File: config.mk
export PLATFORM = sky130hd
export DESIGN_NAME = tick_scheduler
export DESIGN_NICKNAME = d
export VERILOG_FILES = /design/src/rtl/tick_scheduler.sv
export SDC_FILE = /design/constraint.sdc
export NUM_CORES = 1
export LEC_CHECK = 0
export CAP_MARGIN = 20
export CELL_PAD_IN_SITES_DETAIL_PLACEMENT = 1
export CELL_PAD_IN_SITES_GLOBAL_PLACEMENT = 1
export CORE_MARGIN = 2
export CORE_UTILIZATION = 33
export DETAILED_ROUTE_END_ITERATION = 8
export GPL_ROUTABILITY_DRIVEN = 0
export PLACE_DENSITY_LB_ADDON = 0.05
export SLEW_MARGIN = 20
export SYNTH_ARGS = -nofsm -noshare
export SYNTH_HDL_FRONTEND = slang
export SYNTH_SLANG_ARGS = --single-unit
File: constraint.sdc
create_clock -name clk -period 9.7 [get_ports clk]
set_input_delay 2.91 -clock clk [delete_from_list [all_inputs] [get_ports clk]]
set_output_delay 2.91 -clock clk [all_outputs]
set_load 0.1 [all_outputs]
File: src/rtl/tick_scheduler.sv
// Prescaled base tick plus four programmable strobe/square channels; TICK_SCHED_FREEZE_EN adds a freeze input.
// Outputs registered; cfg_ready drops from accept until the write lands on the next base tick (or resync).
module tick_scheduler #(
    parameter int unsigned CLK_HZ   = 100000000,
    parameter int unsigned BASE_HZ  = 1000,
    parameter int unsigned DIV0_RST = 1000,
    parameter int unsigned DIV1_RST = 500,
    parameter int unsigned DIV2_RST = 1,
    parameter int unsigned DIV3_RST = 250
) (
    input  logic        clk,
    input  logic        rst,
    input  logic        cfg_valid,
    output logic        cfg_ready,
    input  logic [1:0]  cfg_ch,
    input  logic [15:0] cfg_div,
    input  logic        cfg_en,
    input  logic        resync,
`ifdef TICK_SCHED_FREEZE_EN
    input  logic        freeze,
`endif
    output logic [3:0]  tick,
    output logic [3:0]  sq,
    output logic        base_tick
);

    localparam int unsigned PRE    = CLK_HZ / BASE_HZ;
    localparam logic [31:0] PRE_M1 = 32'(PRE - 1);

    typedef enum logic {IDLE, PEND} cfg_state_t;

    cfg_state_t        state_q, state_d;
    logic [31:0]       pc_q, pc_d;
    logic              base_tick_q;
    logic [3:0][15:0]  div_q, div_d;
    logic [3:0][15:0]  cnt_q, cnt_d;
    logic [3:0]        en_q, en_d;
    logic [3:0]        tick_q, tick_d;
    logic [3:0]        sq_q, sq_d;
    logic [1:0]        pend_ch_q;
    logic [15:0]       pend_div_q;
    logic              pend_en_q;
    logic              frz;
    logic              pc_wrap;
    logic              bt;
    logic              accept;
    logic              apply;

`ifdef TICK_SCHED_FREEZE_EN
    assign frz = freeze;
`else
    assign frz = 1'b0;
`endif

    assign pc_wrap = (pc_q == PRE_M1);
    assign bt      = pc_wrap && !frz;
    assign accept  = cfg_valid && cfg_ready;
    // A pending write lands on the first real base tick, or immediately on resync.
    assign apply   = (state_q == PEND) && (bt || resync);

    always_comb begin
        pc_d = pc_q;
        if (resync) begin
            pc_d = '0;
        end else if (!frz) begin
            pc_d = pc_wrap ? '0 : pc_q + 32'd1;
        end
    end

    // Config FSM: state register
    always_ff @(posedge clk or posedge rst) begin
        if (rst) begin
            state_q <= IDLE;
        end else begin
            state_q <= state_d;
        end
    end

    // Config FSM: next state
    always_comb begin
        state_d = state_q;
        case (state_q)
            IDLE:    if (cfg_valid) state_d = PEND;
            PEND:    if (bt || resync) state_d = IDLE;
            default: state_d = IDLE;
        endcase
    end

    // Config FSM: outputs
    always_comb begin
        cfg_ready = (state_q == IDLE);
    end

    always_comb begin
        for (int c = 0; c < 4; c++) begin
            div_d[c]  = div_q[c];
            en_d[c]   = en_q[c];
            cnt_d[c]  = cnt_q[c];
            sq_d[c]   = sq_q[c];
            tick_d[c] = 1'b0;
            if (apply && (pend_ch_q == 2'(c))) begin
                // Reprogrammed channel restarts its count and skips this edge's strobe.
                div_d[c] = pend_div_q;
                en_d[c]  = pend_en_q;
                cnt_d[c] = '0;
                if (resync) sq_d[c] = 1'b0;
            end else if (resync) begin
                cnt_d[c] = '0;
                sq_d[c]  = 1'b0;
            end else if (bt) begin
                if (en_q[c] && (div_q[c] != 16'd0)) begin
                    if (cnt_q[c] == div_q[c] - 16'd1) begin
                        cnt_d[c]  = '0;
                        tick_d[c] = 1'b1;
                        sq_d[c]   = ~sq_q[c];
                    end else begin
                        cnt_d[c] = cnt_q[c] + 16'd1;
                    end
                end else begin
                    cnt_d[c] = '0;
                end
            end
        end
    end

    always_ff @(posedge clk or posedge rst) begin
        if (rst) begin
            pc_q        <= '0;
            base_tick_q <= 1'b0;
            div_q[0]    <= 16'(DIV0_RST);
            div_q[1]    <= 16'(DIV1_RST);
            div_q[2]    <= 16'(DIV2_RST);
            div_q[3]    <= 16'(DIV3_RST);
            en_q        <= 4'hF;
            cnt_q       <= '0;
            tick_q      <= '0;
            sq_q        <= '0;
            pend_ch_q   <= '0;
            pend_div_q  <= '0;
            pend_en_q   <= 1'b0;
        end else begin
            pc_q        <= pc_d;
            base_tick_q <= bt && !resync;
            div_q       <= div_d;
            en_q        <= en_d;
            cnt_q       <= cnt_d;
            tick_q      <= tick_d;
            sq_q        <= sq_d;
            if (accept) begin
                pend_ch_q  <= cfg_ch;
                pend_div_q <= cfg_div;
                pend_en_q  <= cfg_en;
            end
        end
    end

    assign tick      = tick_q;
    assign sq        = sq_q;
    assign base_tick = base_tick_q;

endmodule
==> impl_table.tex <==
\begin{tabular}{lr}
\hline
Metric & Value \\
\hline
\multicolumn{2}{l}{\textbf{Route}} \\
\quad Final Routed Wirelength & 31000 um \\
\quad ANT nets after route & 0 \\
\quad Number of vias in the routed layout & 8254 \\
\quad DRC violations left & 0 \\
\quad Number of DRC violations after detailed-routing iteration 0 & 366 \\
\quad Final routed wire length divided by cell count & 19.8 um \\
\quad First-pass detailed-route iteration total & 4 \\
\quad Via-per-instance ratio & 5.27 \\
\multicolumn{2}{l}{\textbf{Placed design}} \\
\quad Number of buffers inserted by port buffering & 32 \\
\quad Worst slack, placed & 2.86 ns \\
\quad Post-Place Cell Area & 0.0116 mm2 \\
\quad Final HPWL DP & 21700 um \\
\multicolumn{2}{l}{\textbf{Clocking}} \\
\quad Total setup buffers inserted after CTS & 0 \\
\quad Worst-skew pair later-pin latency & 0.45 ns \\
\quad TritonCTS clock tree & yes \\
\quad CTS sink cnt & 193 \\
\quad Number of buffers on the longest clock path & 2 \\
\quad Post-cts repair resize count & 0 \\
\quad Number of buffers inserted for hold repair after clock tree synthesis & 0 \\
\quad CTS buffer count & 17 \\
\quad CTS clock-pin slew for the worst setup and hold paths & 0.08 ns \\
\quad Root buffer cell & clkbuf\_16 \\
\quad CTS H-tree depth & 4 \\
\multicolumn{2}{l}{\textbf{Logic synthesis}} \\
\quad Post-Syn Area & 0.0108 mm2 \\
\quad Proportion of synthesized chip area in sequential cells & 0.449 \\
\quad Simple-gate share of the synthesized area & 0.235 \\
\quad Adder and majority gate portion of the synthesized area & 0.0104 \\
\quad Prevailing post-synth register cell & dfrtp\_1 \\
\quad Combinational family with the most area after synthesis & simple AND/OR/NAND/NOR gates \\
\quad Synth Area in Compound Gates & 0.0808 \\
\quad Yosys synthesis warning count & 0 \\
\quad Mean post-synth cell area & 9.90 um2 \\
\quad Distinct cell type count of the synthesized netlist & 74 \\
\quad Fraction of registers with async set or reset after synthesis & 1.00 \\
\quad Share of the synthesized netlist area taken by xor and xnor gates & 0.110 \\
\quad Post-synth net total & 1125 \\
\quad Instance count of the mapped netlist & 1093 \\
\quad Number of flops mapped to enable cells by yosys & 0 \\
\quad Multiplexer share of the synthesized area & 0.0911 \\
\quad Number of flip-flops and latches in the synthesized netlist & 193 \\
\multicolumn{2}{l}{\textbf{Pwr}} \\
\quad Static power due to leakage & 0.00478 uW \\
\quad Share of total power consumed by net switching & 0.373 \\
\quad Total power after layout & 2800 uW \\
\quad Clock network fraction of total power & 0.259 \\
\quad Power dissipated by switching net loads & 1050 uW \\
\quad Internal portion of total power & 1760 uW \\
\quad Peak ir drop on the vdd network & 0.000140 V \\
\quad Fraction of power consumed by combinational cells & 0.274 \\
\quad Fraction of power consumed by sequential logic & 0.467 \\
\quad Total power divided by cell area & 230 mW/mm2 \\
\multicolumn{2}{l}{\textbf{GRT}} \\
\quad Maximum number of pins on one net before global-route repair & 127 \\
\quad Overall routing resource usage & 0.192 \\
\quad GRT Residual Overflow & 0 \\
\quad Initial antenna violation count & 0 \\
\quad Number of global-route vias before repair & 8561 \\
\quad Wire length of the first global-routing pass & 49900 um \\
\multicolumn{2}{l}{\textbf{Critical path}} \\
\quad Worst path max stage delay & 0.75 ns \\
\quad Required time of the critical path & 10.03 ns \\
\quad Series of cell instances along the critical path & clkdlybuf4s50\_1 -> buf\_4 -> inv\_1 -> o31ai\_4 -> buf\_4 -> nand3\_1 -> nand4\_1 -> a21oi\_1 -> buf\_4 -> and3\_1 -> a221o\_1 \\
\quad Crit path buf inv count & 5 \\
\quad Kind of cell adding the most delay to the critical path & buffers and inverters \\
\quad Crit end category & flop \\
\quad Nature of the critical path startpoint & input pin \\
\quad Largest fanout on the critical path & 41 \\
\quad Arrival time worst endpoint & 6.38 ns \\
\quad Worst path most repeated cell & buf\_4 \\
\quad Category of the most critical setup path & input pin to flop \\
\quad Highest-delay cell along the critical path & nand3\_1 \\
\multicolumn{2}{l}{\textbf{STA}} \\
\quad Setup TNS & 0 ns \\
\quad Worst hold slack & 0.494 ns \\
\quad Pins over their slew limit & 0 \\
\quad Fmax & 165 MHz \\
\quad Final hold vios & 0 \\
\quad Final setup violation count & 0 \\
\quad Tightest slew margin relative to the limit & 0.320 \\
\quad Measured slew at the worst slew-check pin & 1.02 ns \\
\quad Post-layout min period & 6.05 ns \\
\quad Smallest setup slack after layout & 3.65 ns \\
\quad Share of the clock period used by the worst path & 0.623 \\
\quad Layout Skew & 0.0130 ns \\
\quad Setup repair after global routing missed its margin & no \\
\multicolumn{2}{l}{\textbf{Cells and area}} \\
\quad Post-layout nets & 1141 \\
\quad Area growth from synthesis to layout & 12.8\% \\
\quad Highest-count cells in the layout ignoring fill and taps & dfrtp\_1, nor2\_1, mux2\_2, nand2\_1, xnor2\_1 \\
\quad Final standard cell area without fillers & 0.0122 mm2 \\
\quad Share of post-route cells with drive strength above 1 & 0.154 \\
\quad Leading cell type in the layout, fill and taps excluded & dfrtp\_1 \\
\multicolumn{2}{l}{\textbf{Floorplanning}} \\
\quad Core area & 0.0325 mm2 \\
\quad Die boundary height & 185 um \\
\quad Row count & 66 \\
\quad Die W & 185 um \\
\quad Ports & 33 \\
\quad Die footprint & 0.0343 mm2 \\
\quad Starting density of the core & 0.334 \\
\multicolumn{2}{l}{\textbf{Run status}} \\
\quad Result of the run & finished, final reports clean \\
\multicolumn{2}{l}{\textbf{Flow run}} \\
\quad Max\_cap viols & 0 \\
\multicolumn{2}{l}{\textbf{Worst hold path}} \\
\quad Class of the worst hold path & flop to flop \\
\hline
\end{tabular}
==> per-stage QoR <==
stage | util | std cells
floorplan | - | 1093
global placement | 0.358 | 1531
detailed placement | 0.358 | 1531
CTS | 0.376 | 1563
global route | 0.376 | 1564
finish | 0.376 | 1565
==> flip-flops by register name (all words and copies together) (netlist names) <==
register and count:
pend_en_q 1, state_q 1, tick 4, base_tick 1, pend_div_q 16, pc_q 32, pend_ch_q 2, en_q 4
div_q 64, sq 4, cnt_q 64
==> power groups by stage <==
stage                     clock network, uW  logic (uW)  registers (uW)
after CTS                               755         781            1310
after detailed placement                  0         776            1330
after floorplan                           0         659            1170
final                                   726         770            1310
after global routing                    775         870            1340
after global placement                    0         763            1330
==> layer usage <==
layer,GRT usage,share of wire,up-vias
met5,0,0,-
met4,0.0473,0.012,0
met3,0.0279,0.018,16
met2,0.324,0.49,50
met1,0.258,0.48,4239
li1,-,-,3949
==> path summary, 6_finish.rpt <==
check                           startpoint   endpoint  slack (ns)  cells past startpoint
min in group asynchronous              rst   cnt_q[6]        3.03                      2
worst max-delay path                resync  cnt_q[12]        3.65                     11
max in group asynchronous              rst   div_q[2]        5.22                      3
worst min-delay path               pc_q[0]    pc_q[0]        0.49                      1
worst max register to register     pc_q[0]  cnt_q[12]        5.69                     11
worst min register to register     pc_q[0]    pc_q[0]        0.49                      1
==> synth_stat cells (all sizes together) (8+ instances only) <==
library cell	instances	share of area
inv	23	0.0080
a31oi	11	0.0064
mux2	84	0.087
clkbuf	27	0.0094
nand4	15	0.0087
nor4b	8	0.0065
dfrtp	170	0.39
a21oi	27	0.012
xnor2	76	0.061
ha	9	0.010
nand3	74	0.034
and3	28	0.017
buf	17	0.0072
or3	18	0.010
o21ai	32	0.015
nor2	91	0.032
nand3b	9	0.0062
or4	11	0.0076
or2	9	0.0052
dfstp	23	0.056
nor4	23	0.016
nor2b	15	0.0087
nand2b	9	0.0052
xor2	57	0.046
nand2	77	0.027
nor3	48	0.023
==> cells by family (layout without fill, tap and decap cells) <==
group / after synthesis / after routing
and+or+nand+nor: 471 / 471
DFF: 193 / 193
xor gates and xnor gates: 134 / 134
AOI/OAI and AO/OA: 131 / 131
muxes: 88 / 88
buffers and inverters: 67 / 96
adders and majority gates: 9 / 9
other: 0 / 1
==> cell type report <==
cell class                 count  area [um2]
inverter                      23        93.8
antenna                        1        2.50
tap                          442         553
fill                        3636       20200
timing repair buffer          41         392
clock inverter                14         138
sequential                   193        4860
clock buffer                  18         450
multi-input combinational    833        5720
No activity file was read; power rests on OpenSTA's default activity.
